<file path="config.mk">
export PLATFORM = sky130hd
export DESIGN_NAME = reg_file_ctx
export DESIGN_NICKNAME = d
export VERILOG_FILES = /design/src/rtl/reg_file_ctx.sv
export SDC_FILE = /design/constraint.sdc
export NUM_CORES = 1
export LEC_CHECK = 0
export ABC_CLOCK_PERIOD_IN_PS = 3200
export BUFFER_PORTS_ARGS = -buffer_cell sky130_fd_sc_hd__buf_2
export CAP_MARGIN = 30
export CELL_PAD_IN_SITES_DETAIL_PLACEMENT = 1
export CELL_PAD_IN_SITES_GLOBAL_PLACEMENT = 1
export CORE_ASPECT_RATIO = 1.1
export CORE_MARGIN = 2
export CORE_UTILIZATION = 43
export CTS_BUF_LIST = sky130_fd_sc_hd__clkbuf_16
export DETAILED_ROUTE_END_ITERATION = 10
export PLACE_DENSITY_LB_ADDON = 0.1
export SETUP_SLACK_MARGIN = 0.2
export SLEW_MARGIN = 20
export SYNTH_ARGS = -nofsm -noshare
export SYNTH_HDL_FRONTEND = slang
export SYNTH_SLANG_ARGS = --single-unit
</file>
<file path="constraint.sdc">
create_clock -name clk -period 3.2 [get_ports clk]
set_clock_uncertainty 0.15 [all_clocks]
set_input_delay 0.32 -clock clk [delete_from_list [all_inputs] [get_ports clk]]
set_output_delay 0.32 -clock clk [all_outputs]
set_load 0.01 [all_outputs]
</file>
<file path="src/rtl/reg_file_ctx.sv">
// Parametrised MSP430 register file with constant generator, PC/SP/SR side-band
// updates and a save/restore context engine. Optional macro: REG_FILE_BYPASS_EN.
module reg_file_ctx #(
  parameter int DATA_W     = 16,
  parameter int NUM_REGS   = 16,
  parameter int ADDR_W     = $clog2(NUM_REGS),
  parameter int SAVE_FIRST = 4
) (
  input  logic              clk,
  input  logic              rst_n,
  input  logic              we,
  input  logic [ADDR_W-1:0] wr_addr,
  input  logic [DATA_W-1:0] wr_data,
  input  logic [ADDR_W-1:0] rd_addr_s,
  input  logic [ADDR_W-1:0] rd_addr_d,
  input  logic [1:0]        as_mode,
  input  logic [DATA_W-1:0] pc_in,
  input  logic [DATA_W-1:0] sp_in,
  input  logic [DATA_W-1:0] sr_in,
  input  logic              pc_we,
  input  logic              sp_we,
  input  logic              sr_we,
  input  logic [DATA_W-1:0] rst_vec,
  output logic [DATA_W-1:0] rd_data_s,
  output logic [DATA_W-1:0] rd_data_d,
  output logic [DATA_W-1:0] pc_out,
  output logic [DATA_W-1:0] sp_out,
  output logic [DATA_W-1:0] sr_out,
  output logic              pc_valid,
  input  logic              ctx_save,
  input  logic              ctx_restore,
  output logic              ctx_busy,
  output logic              ctx_done,
  output logic [DATA_W-1:0] ctx_out_data,
  output logic              ctx_out_valid,
  input  logic              ctx_out_ready,
  input  logic [DATA_W-1:0] ctx_in_data,
  input  logic              ctx_in_valid,
  output logic              ctx_in_ready
);

  typedef enum logic [1:0] {
    ST_IDLE    = 2'd0,
    ST_SAVE    = 2'd1,
    ST_RESTORE = 2'd2
  } ctx_state_t;

  localparam logic [DATA_W-1:0] LSB_CLR   = {{(DATA_W-1){1'b1}}, 1'b0};
  localparam logic [DATA_W-1:0] ALL_ONES  = {DATA_W{1'b1}};
  localparam logic [DATA_W-1:0] ZERO      = {DATA_W{1'b0}};
  localparam logic [ADDR_W-1:0] IDX_LAST  = ADDR_W'(NUM_REGS - 1);
  localparam logic [ADDR_W-1:0] IDX_FIRST = ADDR_W'(SAVE_FIRST);

  logic [DATA_W-1:0] r_regs [NUM_REGS];
  logic              r_pc_valid;
  ctx_state_t        r_state;
  ctx_state_t        w_state_nxt;
  logic [ADDR_W-1:0] r_idx;
  logic [ADDR_W-1:0] w_idx_nxt;
  logic              r_done;
  logic              w_done_nxt;
  logic              w_restore_beat;
  logic [NUM_REGS-1:0] w_wr_en;
  logic [DATA_W-1:0] w_wr_val [NUM_REGS];
  logic [DATA_W-1:0] w_val_s;
  logic [DATA_W-1:0] w_val_d;

  // Per-register write select: restore beat, then write port, then side-band.
  always_comb begin
    w_restore_beat = (r_state == ST_RESTORE) && ctx_in_valid;
    for (int i = 0; i < NUM_REGS; i++) begin
      w_wr_en[i]  = 1'b0;
      w_wr_val[i] = r_regs[i];
      if (!r_pc_valid || i == 3) begin
        w_wr_en[i] = 1'b0;
      end else if (w_restore_beat && r_idx == ADDR_W'(i)) begin
        w_wr_en[i]  = 1'b1;
        w_wr_val[i] = ctx_in_data;
      end else if (we && wr_addr == ADDR_W'(i)) begin
        w_wr_en[i]  = 1'b1;
        w_wr_val[i] = wr_data;
      end else if (i == 0 && pc_we) begin
        w_wr_en[i]  = 1'b1;
        w_wr_val[i] = pc_in;
      end else if (i == 1 && sp_we) begin
        w_wr_en[i]  = 1'b1;
        w_wr_val[i] = sp_in;
      end else if (i == 2 && sr_we) begin
        w_wr_en[i]  = 1'b1;
        w_wr_val[i] = sr_in;
      end else begin
        w_wr_en[i] = 1'b0;
      end
      // PC and SP are word aligned whatever the source.
      if (i < 2) begin
        w_wr_val[i] = w_wr_val[i] & LSB_CLR;
      end else begin
        w_wr_val[i] = w_wr_val[i];
      end
    end
  end

  // Register array; the first live cycle only loads the reset vector.
  always_ff @(posedge clk or negedge rst_n) begin
    if (!rst_n) begin
      for (int i = 0; i < NUM_REGS; i++) begin
        r_regs[i] <= ZERO;
      end
      r_pc_valid <= 1'b0;
    end else begin
      r_pc_valid <= 1'b1;
      if (!r_pc_valid) begin
        r_regs[0] <= rst_vec & LSB_CLR;
      end else begin
        for (int i = 0; i < NUM_REGS; i++) begin
          if (w_wr_en[i]) begin
            r_regs[i] <= w_wr_val[i];
          end
        end
      end
    end
  end

  // Context engine next-state logic.
  always_comb begin
    w_state_nxt = r_state;
    w_idx_nxt   = r_idx;
    w_done_nxt  = 1'b0;
    case (r_state)
      ST_IDLE: begin
        if (r_pc_valid && ctx_save) begin
          w_state_nxt = ST_SAVE;
          w_idx_nxt   = IDX_LAST;
        end else if (r_pc_valid && ctx_restore) begin
          w_state_nxt = ST_RESTORE;
          w_idx_nxt   = IDX_FIRST;
        end else begin
          w_state_nxt = ST_IDLE;
        end
      end
      ST_SAVE: begin
        if (ctx_out_ready && r_idx == IDX_FIRST) begin
          w_state_nxt = ST_IDLE;
          w_done_nxt  = 1'b1;
        end else if (ctx_out_ready) begin
          w_idx_nxt = r_idx - ADDR_W'(1);
        end else begin
          w_idx_nxt = r_idx;
        end
      end
      ST_RESTORE: begin
        if (ctx_in_valid && r_idx == IDX_LAST) begin
          w_state_nxt = ST_IDLE;
          w_done_nxt  = 1'b1;
        end else if (ctx_in_valid) begin
          w_idx_nxt = r_idx + ADDR_W'(1);
        end else begin
          w_idx_nxt = r_idx;
        end
      end
      default: begin
        w_state_nxt = ST_IDLE;
      end
    endcase
  end

  // Context engine state, index and done pulse.
  always_ff @(posedge clk or negedge rst_n) begin
    if (!rst_n) begin
      r_state <= ST_IDLE;
      r_idx   <= {ADDR_W{1'b0}};
      r_done  <= 1'b0;
    end else begin
      r_state <= w_state_nxt;
      r_idx   <= w_idx_nxt;
      r_done  <= w_done_nxt;
    end
  end

  // Read ports; R2/R3 on the source port double as the constant generator.
  always_comb begin
`ifdef REG_FILE_BYPASS_EN
    w_val_s = w_wr_en[rd_addr_s] ? w_wr_val[rd_addr_s] : r_regs[rd_addr_s];
    w_val_d = w_wr_en[rd_addr_d] ? w_wr_val[rd_addr_d] : r_regs[rd_addr_d];
`else
    w_val_s = r_regs[rd_addr_s];
    w_val_d = r_regs[rd_addr_d];
`endif
    rd_data_s = w_val_s;
    if (rd_addr_s == ADDR_W'(2)) begin
      case (as_mode)
        2'b00:   rd_data_s = w_val_s;
        2'b01:   rd_data_s = ZERO;
        2'b10:   rd_data_s = DATA_W'(32'd4);
        2'b11:   rd_data_s = DATA_W'(32'd8);
        default: rd_data_s = w_val_s;
      endcase
    end else if (rd_addr_s == ADDR_W'(3)) begin
      case (as_mode)
        2'b00:   rd_data_s = ZERO;
        2'b01:   rd_data_s = DATA_W'(32'd1);
        2'b10:   rd_data_s = DATA_W'(32'd2);
        2'b11:   rd_data_s = ALL_ONES;
        default: rd_data_s = ZERO;
      endcase
    end else begin
      rd_data_s = w_val_s;
    end
    if (rd_addr_d == ADDR_W'(3)) begin
      rd_data_d = ZERO;
    end else begin
      rd_data_d = w_val_d;
    end
  end

  assign pc_out        = r_regs[0];
  assign sp_out        = r_regs[1];
  assign sr_out        = r_regs[2];
  assign pc_valid      = r_pc_valid;
  assign ctx_busy      = (r_state != ST_IDLE);
  assign ctx_done      = r_done;
  assign ctx_out_valid = (r_state == ST_SAVE);
  assign ctx_out_data  = r_regs[r_idx];
  assign ctx_in_ready  = (r_state == ST_RESTORE);

endmodule

</file>
======== Word-level counts from Yosys, hierarchy flattened ========
Cells that the tools add are included.
storage, ports and cells
  flip-flop bits (word level) ............. 247
  input bits .............................. 120
  output and inout bits ................... 101
cells by class
  reduce and logical (&&, ||, !) cells .... 72
  equality and inequality tests ........... 45
  $add $sub $neg .......................... 2
  magnitude comparators ................... 3
  mux-type cells .......................... 112
  bitwise gates (word level) .............. 3
operators by type and width
  cell                                                 number
  2-to-1 mux 16 bit                                    44
  binary-select mux 16 bit (select 4 bit)              3
  one-hot mux 16 bit (4 select lines)                  2
  equality test 4 bit, second input constant           16
  2-to-1 mux 1 bit                                     50
  AND reduction 3 bit                                  14
  logical AND 1 bit                                    35
  equality test 4 x 3 -> 1 bit, second input constant  8
  nonzero test 2 bit                                   13
  2-to-1 mux 4 bit                                     6
  equality test 4 x 2 -> 1 bit, second input constant  5
  >= comparator 5 bit, second input constant           3
  NOT 4 -> 5 bit                                       3
  one-hot mux 4 bit (3 select lines)                   1
  nonzero test 3 bit                                   3
  equality test 4 x 1 -> 1 bit, second input constant  2
  logical NOT 4 bit                                    2
  2-to-1 mux 2 bit                                     4
  != test 2 x 1 -> 1 bit, second input constant        4
  equality test 2 bit, second input constant           3
  != test 2 bit, second input constant                 3
  one-hot mux 2 bit (3 select lines)                   1
  AND reduction 6 bit                                  1
  adder 4 x 1 -> 4 bit, second input constant          1
  7 further kinds                                      10

======== Logic depth before layout (Yosys ltp) ========
Gate-level depths: netlist of the first run.
  depth after elaboration ................. 7
  mapped depth ............................ 11
  gate-level depth less buffers ........... 6

======== Worst setup path before layout of the first run ========
No wires, ideal clock.
  path type ............................... reg2reg
  start point ............................. register r_idx[0]
  end point ............................... register r_regs, in the netlist sr_out[10]
  path buffers ............................ 5
  required time ........................... 2.925 ns
  period minus slack after synthesis ...... 3.175 ns
  stages on the path, launching flop included .. 12
  slack ................................... 0.025 ns
  arrival ................................. 2.900 ns
  library setup time ...................... 0.125 ns
  path through ............................ dfrtp_1 -> clkbuf_1 -> buf_2 -> clkbuf_1 -> inv_1 -> ha_1 -> clkbuf_1 -> clkinv_1 -> o22ai_1 -> o21ai_1 -> buf_2 -> mux2_2
between the ends
  cells in the longest elaborated chain, start to end .. 5
ends and longest elaborated chain
  what                              line  text
  start, declared                   58    logic [ADDR_W-1:0] r_idx;
  start signal, assigned            171   r_idx <= {ADDR_W{1'b0}};
  start signal, assigned            175   r_idx <= w_idx_nxt;
  equality test 4 x 2 -> 1 bit (*)  76    end else if (w_restore_beat && r_idx == ADDR_W'(i)) begin
  logical AND 1 bit (*)             76
  2-to-1 mux 1 bit                  76
  2-to-1 mux 1 bit                  74    if (!r_pc_valid || i == 3) begin
  AND reduction 3 bit (no line)     n/a
  end signal, assigned by index     117   r_regs[i] <= w_wr_val[i];
  end, declared                     54    logic [DATA_W-1:0] r_regs [NUM_REGS];
Mark *: on every way between the ends. The rest lies on a longest branch, timed or not.
A chain may end at the register's enable or synchronous reset.

======== Worst setup path in the final report of the first run ========
  start point ............................. register r_idx[0]
  end point ............................... output ctx_out_data[9]
between the ends
  cells in the longest elaborated chain, start to end .. 4
ends and longest elaborated chain
  what                                                  line  text
  NOT 4 -> 5 bit (not written as such)                  223   assign ctx_out_data = r_regs[r_idx];
  binary-select mux 16 bit (select 4 bit)               223
  2-to-1 mux 16 bit (not written as such) (2 in a row)  223
  end, declared                                         34    output logic [DATA_W-1:0] ctx_out_data,
Every way passes these cells. The select of a mux whose other input is x is not followed.

==> metrics.md, run 1 <==
| Metric | Value |
|---|---|
| Clock-pin slew on the worst setup and hold paths | 60 ps |
| Buf/Inv on CP | 4 |
| Slew Limit Fails | 0 |
| Initial antenna violation count | 4 |
| Die Wd | 208 µm |
| Area of the core | 45,300 µm² |
| Reg2Reg Depth | 11 |
| Cells after DPL | 2,609 |
| Htree depth | 1 |
| Fin util | 50.8% |
| Fraction of registers with async set or reset after synthesis | 100% |
| Pre-Repair DR Iteration Count | 5 |
| Syn. warnings | 0 |
| Commonest cells after routing, fill and taps aside | mux2i_1 (299), dfrtp_1 (243), a21oi_1 (226) |
| Largest net degree at the start of global routing | 248 |
| Max Cap Viol | 0 |
| Post-synth cell types | 68 |
| CP top delay family | multiplexers |
| Synthesized instance count | 1,978 |
| Setup crit start kind | register |
| Final ANT Viol Nets | 0 |
| Clk_lat worst skew | 590 ps |
| Share of layout cells above drive strength 1 | 29.6% |
| Met2 Usage GRT | 61.2% |
| Drt wl/cell | 34.9 µm |
| # nets final | 2,228 |
| Status | finished, violations left |
| CP Class | reg -> out |
| GRT Total Usage | 39.0% |
| Clk sinks | 246 |
| RSZ-0062 raised after global routing | true |
| Ys flop type | dfrtp_1 |
| Routing usage on met1 | 51.5% |
| Grt peak-use layer | met2 |
| Worst r2r src | r_idx[0] |
| Post-route setup slack | -46.4 ps |
| Hold_ws | 26.7 ps |
| Number of synthesized flops with an enable pin | 0 |
| Global-route wire length before repair | 138,000 µm |
| Worst-case clock buffer depth | 3 |
| Slew @ Worst Pin | 814 ps |
| RD Place Congestion | 0.963 |
| Register area share after synthesis | 31.3% |
| Inserted Clock Buffers | 31 |
| CP Max Fanout | 5 |
| Drc violations | 0 |
| Synth-to-Final Area Change | 17.2% |
| Most common cell after layout, fill and taps aside | mux2i_1 |
| Non-filler cells, final | 2,706 |
| Slew HR | 45.7% |
| Crit-path max cell delay | 490 ps |
| Hold Crit Class | in -> reg |
| GRT overflow | 0 |
| Maximum VDD drop | 0.468 mV |
| Row count | 82 |
| CTS tree | yes |
| Final min period | 3250 ps |
| Hold path depth | 4 |
| Worst Hold Launch | ctx_restore |
| Pwr/cell area | 746 nW/µm² |
| Drt total wl | 94,400 µm |
| Period utilisation layout | 101% |
| Cell repeated most along the worst path | buf_12 |
| Reg2reg setup slack | 240 ps |
| Nature of the critical path endpoint | output pin |
| Setup TNS Final | -104 ps |
| First DRT Iteration DRCs | 2,330 |
| Die area | 47,500 µm² |
| Data required, critical path | 2730 ps |
| Initial Util | 43.4% |
| Failing checks | setup timing |
| Avg Inst Size Synth | 9.94 µm² |
| Clk root buf | clkbuf_16 |
| DR vias | 19,300 |
| IO Count | 221 |
| Pleak | 10.6 nW |
| Final setup fails | 7 |
| Hold Fails Final Rpt | 0 |
| IO Port Bufs | 215 |
| GR Util met3 | 7.57% |
| Worst Hold End | r_state[1] |
| Mapped cell area | 19,700 µm² |
| DIE HEIGHT | 228 µm |
| Cell Chain, Critical Path | buf_12 > buf_12 > buf_16 > mux4_2 > mux2i_2 > o21ai_2 > a221o_1 > buf_2 |
| Max Fclk | 308 MHz |
| FF-to-FF End | pc_out[5] |
| #FFs+latches synth | 246 |
| Pre-CTS WS | 72.2 ps |
| Vias in the first global route | 19,400 |
| DR vias/cell | 7.13 |
| Detailed Place HPWL | 63,500 µm |
| CP max stage cell | dfrtp_4 |
| Arr. time, crit path | 2780 ps |
==> Yosys cell counts, types with 3 or more instances <==
master	number	area (µm²)
nor2b_1	12	75.1
ha_1	9	113
clkinv_1	3	11.3
o2111a_1	7	78.8
a2111oi_0	12	105
buf_1	6	22.5
nand2b_1	6	37.5
nor2_1	45	169
clkbuf_1	179	672
o22ai_1	24	150
mux2_2	59	664
and3_1	26	163
buf_4	51	383
nand2_1	104	390
or3_1	6	37.5
o311ai_0	5	43.8
nand4_1	4	25.0
o221ai_1	16	140
a221o_1	14	140
dfrtp_1	246	6160
mux2i_1	303	3030
nand3b_1	18	135
a41oi_1	12	105
mux4_2	122	2750
o31a_1	16	140
nor3_1	20	100
o21ai_0	47	235
o2bb2ai_1	30	263
and4b_1	3	30.0
a31oi_1	213	1330
a22oi_1	3	22.5
nand3_1	19	95.1
a221oi_1	4	35.0
a21oi_1	226	1130
inv_1	14	52.6
buf_2	55	275
==> registers in the layout, summed over array words and instances (netlist names) <==
signal    flops
ctx_done      1
pc_out       15
pc_valid      1
r_idx         4
r_regs      192
r_state       2
sp_out       15
sr_out       16
==> how the worst max path moves through the flow <==
| stage | cells past startpoint | endpoint | from | slack, ps |
|---|---|---|---|---|
| floorplan | 11 | sr_out[10] | r_idx[0] | 290 |
| global placement | 8 | pc_out[13] | r_idx[0] | 130 |
| CTS | 8 | ctx_out_data[14] | r_idx[0] | -20 |
| finish | 8 | ctx_out_data[9] | r_idx[0] | -50 |
| global route | 8 | ctx_out_data[9] | r_idx[0] | -100 |
| detailed placement | 8 | pc_out[13] | r_idx[0] | 70 |
==> report_power, final <==
part	leakage, nW	total, mW	switching, mW	internal (mW)
Clock	0.484	3.32	1.44	1.88
Combinational	7.15	8.45	4.43	4.02
Sequential	2.93	5.43	1.30	4.12
==> worst reg2reg max path, stage by stage (launching register included) <==
cell and delay (ps):
dfrtp_4 490, buf_12 160, buf_12 160, buf_16 150, inv_1 140, ha_2 230
clkinvlp_4 240, buf_4 250, o2111a_1 270, a2111oi_2 390, buf_4 190, o2bb2ai_1 60
==> layer usage <==
layer  part of all wire [%]  vias up
li1                       -     7924
met3                    9.2      249
met1                     40     9927
met4                    5.3        8
met5                  0.049        -
met2                     46     1175
==> cell families (layout without fill, tap and decap cells) <==
family,Yosys count,count (layout),synth area share [%]
AOI/OAI and AO/OA,649,649,21.0
adders and majority gates,9,9,0.573
buffers and inverters,309,447,7.22
DFF,246,246,31.3
muxes,484,484,32.8
other,2,4,0.0382
and+or+nand+nor,279,279,7.09
==> layout make-up <==
| type | count | area [µm²] |
|---|---|---|
| flip-flops and latches | 246 | 6160 |
| multi-input cells | 1424 | 12300 |
| diodes | 1 | 2.50 |
| inverters | 18 | 73.8 |
| repair buffers | 378 | 2820 |
| fillers | 4982 | 22300 |
| well taps | 588 | 736 |
| clock buffers | 31 | 776 |
| clock inverters | 20 | 135 |
==> per-stage QoR <==
step / power (mW) / area, µm²
2_1_floorplan: 9.81 / 19700
3_3_place_gp: 12.6 / 21400
3_5_place_dp: 12.8 / 21400
4_1_cts: 16.8 / 22800
5_1_grt: 17.9 / 23000
6_report: 17.2 / 23000
==> timing repair <==
action,CTS,global route
gates cloned,4,0
hold buffers,21,0
gates resized for setup,41,20
pin swaps,3,1
buffers inserted,11,7
endpoints found under the hold margin,90,0
setup endpoints to repair,17,31
(Power assumes the default switching activity.)
==> run 2: changes to the inputs <==
--- a/config.mk
+++ b/config.mk
@@ -7,10 +7,10 @@
 export LEC_CHECK = 0
 export ABC_CLOCK_PERIOD_IN_PS = 3200
 export BUFFER_PORTS_ARGS = -buffer_cell sky130_fd_sc_hd__buf_2
-export CAP_MARGIN = 30
+export CAP_MARGIN = 20
 export CELL_PAD_IN_SITES_DETAIL_PLACEMENT = 1
 export CELL_PAD_IN_SITES_GLOBAL_PLACEMENT = 1
-export CORE_ASPECT_RATIO = 1.1
+export CORE_ASPECT_RATIO = 1.25
 export CORE_MARGIN = 2
 export CORE_UTILIZATION = 43
 export CTS_BUF_LIST = sky130_fd_sc_hd__clkbuf_16
==> run 2 against run 1 <==
Flip-flop and latch count unchanged. Largest cell class unchanged. Setup slack better by 91 ps. The flow now finishes without violations. Worst hold slack worse by 8.7 ps. First-iteration DRC count down 26%. Combinational power down 4.9%. Via count down 1.6%. Highest routed layer is now met4. Sequential power up 0.7%. Critical path depth down 3. Largest power group unchanged. Global-route usage down 1.9 points. Routed wire length down 5.6%.
==> metrics.md, run 2 (synthesis gave the netlist of run 1 again) <==
| Metric | Value |
|---|---|
| Nature of the critical path endpoint | output pin (unchanged) |
| Share of layout cells above drive strength 1 | 28.8% (was 29.6%) |
| Drt wl/cell | 33.1 µm (was 34.9 µm) |
| Clock-pin slew on the worst setup and hold paths | 60 ps (about the same) |
| Slew HR | 24.2% (was 45.7%) |
| Htree depth | 1 (unchanged) |
| # nets final | 2,218 (was 2,228) |
| Row count | 87 (was 82) |
| Hold_ws | 18.0 ps (was 26.7 ps) |
| RD Place Congestion | 0.899 (was 0.963) |
| Clk sinks | 246 (unchanged) |
| Area of the core | 45,200 µm² (was 45,300 µm²) |
| Maximum VDD drop | 0.473 mV (was 0.468 mV) |
| Final ANT Viol Nets | 0 (unchanged) |
| Initial Util | 43.5% (was 43.4%) |
| Fin util | 50.8% (about the same) |
| Vias in the first global route | 19,500 (was 19,400) |
| Final non-filler cell area | 22,900 µm² (was 23,000 µm²) |
| Final min period | 3160 ps (was 3250 ps) |
| Final antenna diode count | 0 (was 1) |
| Worst-case clock buffer depth | 3 (unchanged) |
| Cells after DPL | 2,595 (was 2,609) |
| Detailed Place HPWL | 59,100 µm (was 63,500 µm) |
| Final setup fails | 0 (was 7) |
| Global-route wire length before repair | 131,000 µm (was 138,000 µm) |
| Setup TNS Final | 0 ps (was -104 ps) |
| Met2 Usage GRT | 60.3% (was 61.2%) |
| Most common cell after layout, fill and taps aside | mux2i_1 (unchanged) |
| Max reg flops | 192 (unchanged) |
| Slew @ Worst Pin | 1130 ps (was 814 ps) |
| DR vias/cell | 7.06 (was 7.13) |
| Area of placed instances | 21,400 µm² (about the same) |
| Drt total wl | 89,100 µm (was 94,400 µm) |
| CP Class | reg -> out (unchanged) |
| RSZ-0062 raised after global routing | true (unchanged) |
| Pre-Repair DR Iteration Count | 5 (unchanged) |
| DIE HEIGHT | 243 µm (was 228 µm) |
| Drc violations | 0 (unchanged) |
| Clk_lat worst skew | 600 ps (was 590 ps) |
| Max Fclk | 317 MHz (was 308 MHz) |
| Arr. time, crit path | 2690 ps (was 2780 ps) |
| Commonest cells after routing, fill and taps aside | mux2i_1 (300), dfrtp_1 (243), a21oi_1 (226) (was mux2i_1 (299), dfrtp_1 (243), a21oi_1 (226)) |
| CP Max Fanout | 23 (was 5) |
| Grt peak-use layer | met2 (unchanged) |
| Routing usage on met1 | 47.1% (was 51.5%) |
| Die area | 47,500 µm² (about the same) |
| Hold Fails Final Rpt | 0 (unchanged) |
| GR Util met3 | 5.66% (was 7.57%) |
| Die Wd | 195 µm (was 208 µm) |
| Clk root buf | clkbuf_16 (unchanged) |
| IO Count | 221 (unchanged) |
| Period utilisation layout | 98.6% (was 101%) |
| First DRT Iteration DRCs | 1,735 (was 2,330) |
| Slew Limit Fails | 0 (unchanged) |
| GRT Total Usage | 37.2% (was 39.0%) |
| Filler instances | 4,917 (was 4,982) |
| Synth-to-Final Area Change | 16.7% (was 17.2%) |
| GRT overflow | 0 (unchanged) |
| Max Cap Viol | 0 (unchanged) |
| Non-filler cells, final | 2,688 (was 2,706) |
| Pwr/cell area | 739 nW/µm² (was 746 nW/µm²) |
| Setup crit start kind | register (unchanged) |
| Pleak | 10.5 nW (was 10.6 nW) |
| Most flops, register | r_regs (unchanged) |
| Largest net degree at the start of global routing | 152 (was 248) |
| IO Port Bufs | 215 (unchanged) |
| Hold Crit Class | in -> reg (unchanged) |
| CTS tree | yes (unchanged) |
| Status | completed (was finished, violations left) |
| DR vias | 19,000 (was 19,300) |
| Inserted Clock Buffers | 30 (was 31) |
| Initial antenna violation count | 0 (was 4) |
| Data required, critical path | 2730 ps (about the same) |
run 2: cell count changes in the layout (fill, tap and decap cells not counted), sizes merged:
cell	previous run	this run
buf	357	345
clkbuf	31	30
dlygate4sd3	21	23
inv	25	22
clkinv	10	15
bufinv	2	3
diode	1	0
bufbuf	0	1
run 2: final timing paths:
check,startpoint,end,slack [ps],cells past startpoint
min in group asynchronous,rst_n,r_regs[16],160,2
min,ctx_restore,r_state[1],20,4
max,r_idx[1],ctx_out_data[7],40,5
min reg2reg,r_regs[61],r_regs[61],450,2
max reg2reg,r_idx[0],pc_out[2],320,9
max in group asynchronous,rst_n,r_regs[43],1880,3
run 2: timing repair:
action | CTS | global route
gates resized for setup | 33 | 5
endpoints found under the hold margin | 86 | 0
gates cloned | 4 | 0
pin swaps | 3 | 2
hold buffers | 23 | 0
setup buffers | 10 | 2
setup endpoints to repair | 17 | 18
run 2: worst max-delay path, stage by stage, from the launching register on:
cell and delay (ps):
dfrtp_2 430, buf_4 270, nor3_2 560, buf_4 320, a221o_1 330, buf_2 190
run 2: layer usage:
| layer | vias to the layer above | wire [µm] | share of wire (%) |
|---|---|---|---|
| met5 | - | 0 | 0 |
| met4 | 0 | 5860 | 6.6 |
| met3 | 268 | 6660 | 7.5 |
| met2 | 1033 | 42000 | 47 |
| met1 | 9756 | 34600 | 39 |
| li1 | 7913 | - | - |
run 2: final cells by class:
class	count	area (µm²)	share of cell area (%)
Tap cell	578	723	3.15
Clock inverter	23	188	0.818
Multi-Input combinational cell	1424	12300	53.7
Timing Repair Buffer	369	2720	11.9
Sequential cell	246	6160	26.9
Clock buffer	30	751	3.27
Inverter	18	67.6	0.295
run 2: stage by stage:
stage / setup slack, ps / total power [mW]
2_1_floorplan: 293 / 9.81
3_3_place_gp: 358 / 12.4
3_5_place_dp: 309 / 12.7
4_1_cts: 58.1 / 16.7
5_1_grt: 36.1 / 17.6
6_report: 44.5 / 16.9
run 2: where the power goes:
| group | switching, mW | internal (mW) |
|---|---|---|
| sequential | 1.35 | 4.12 |
| clock | 1.51 | 1.93 |
| combinational | 4.10 | 3.94 |
| total | 6.96 | 9.99 |
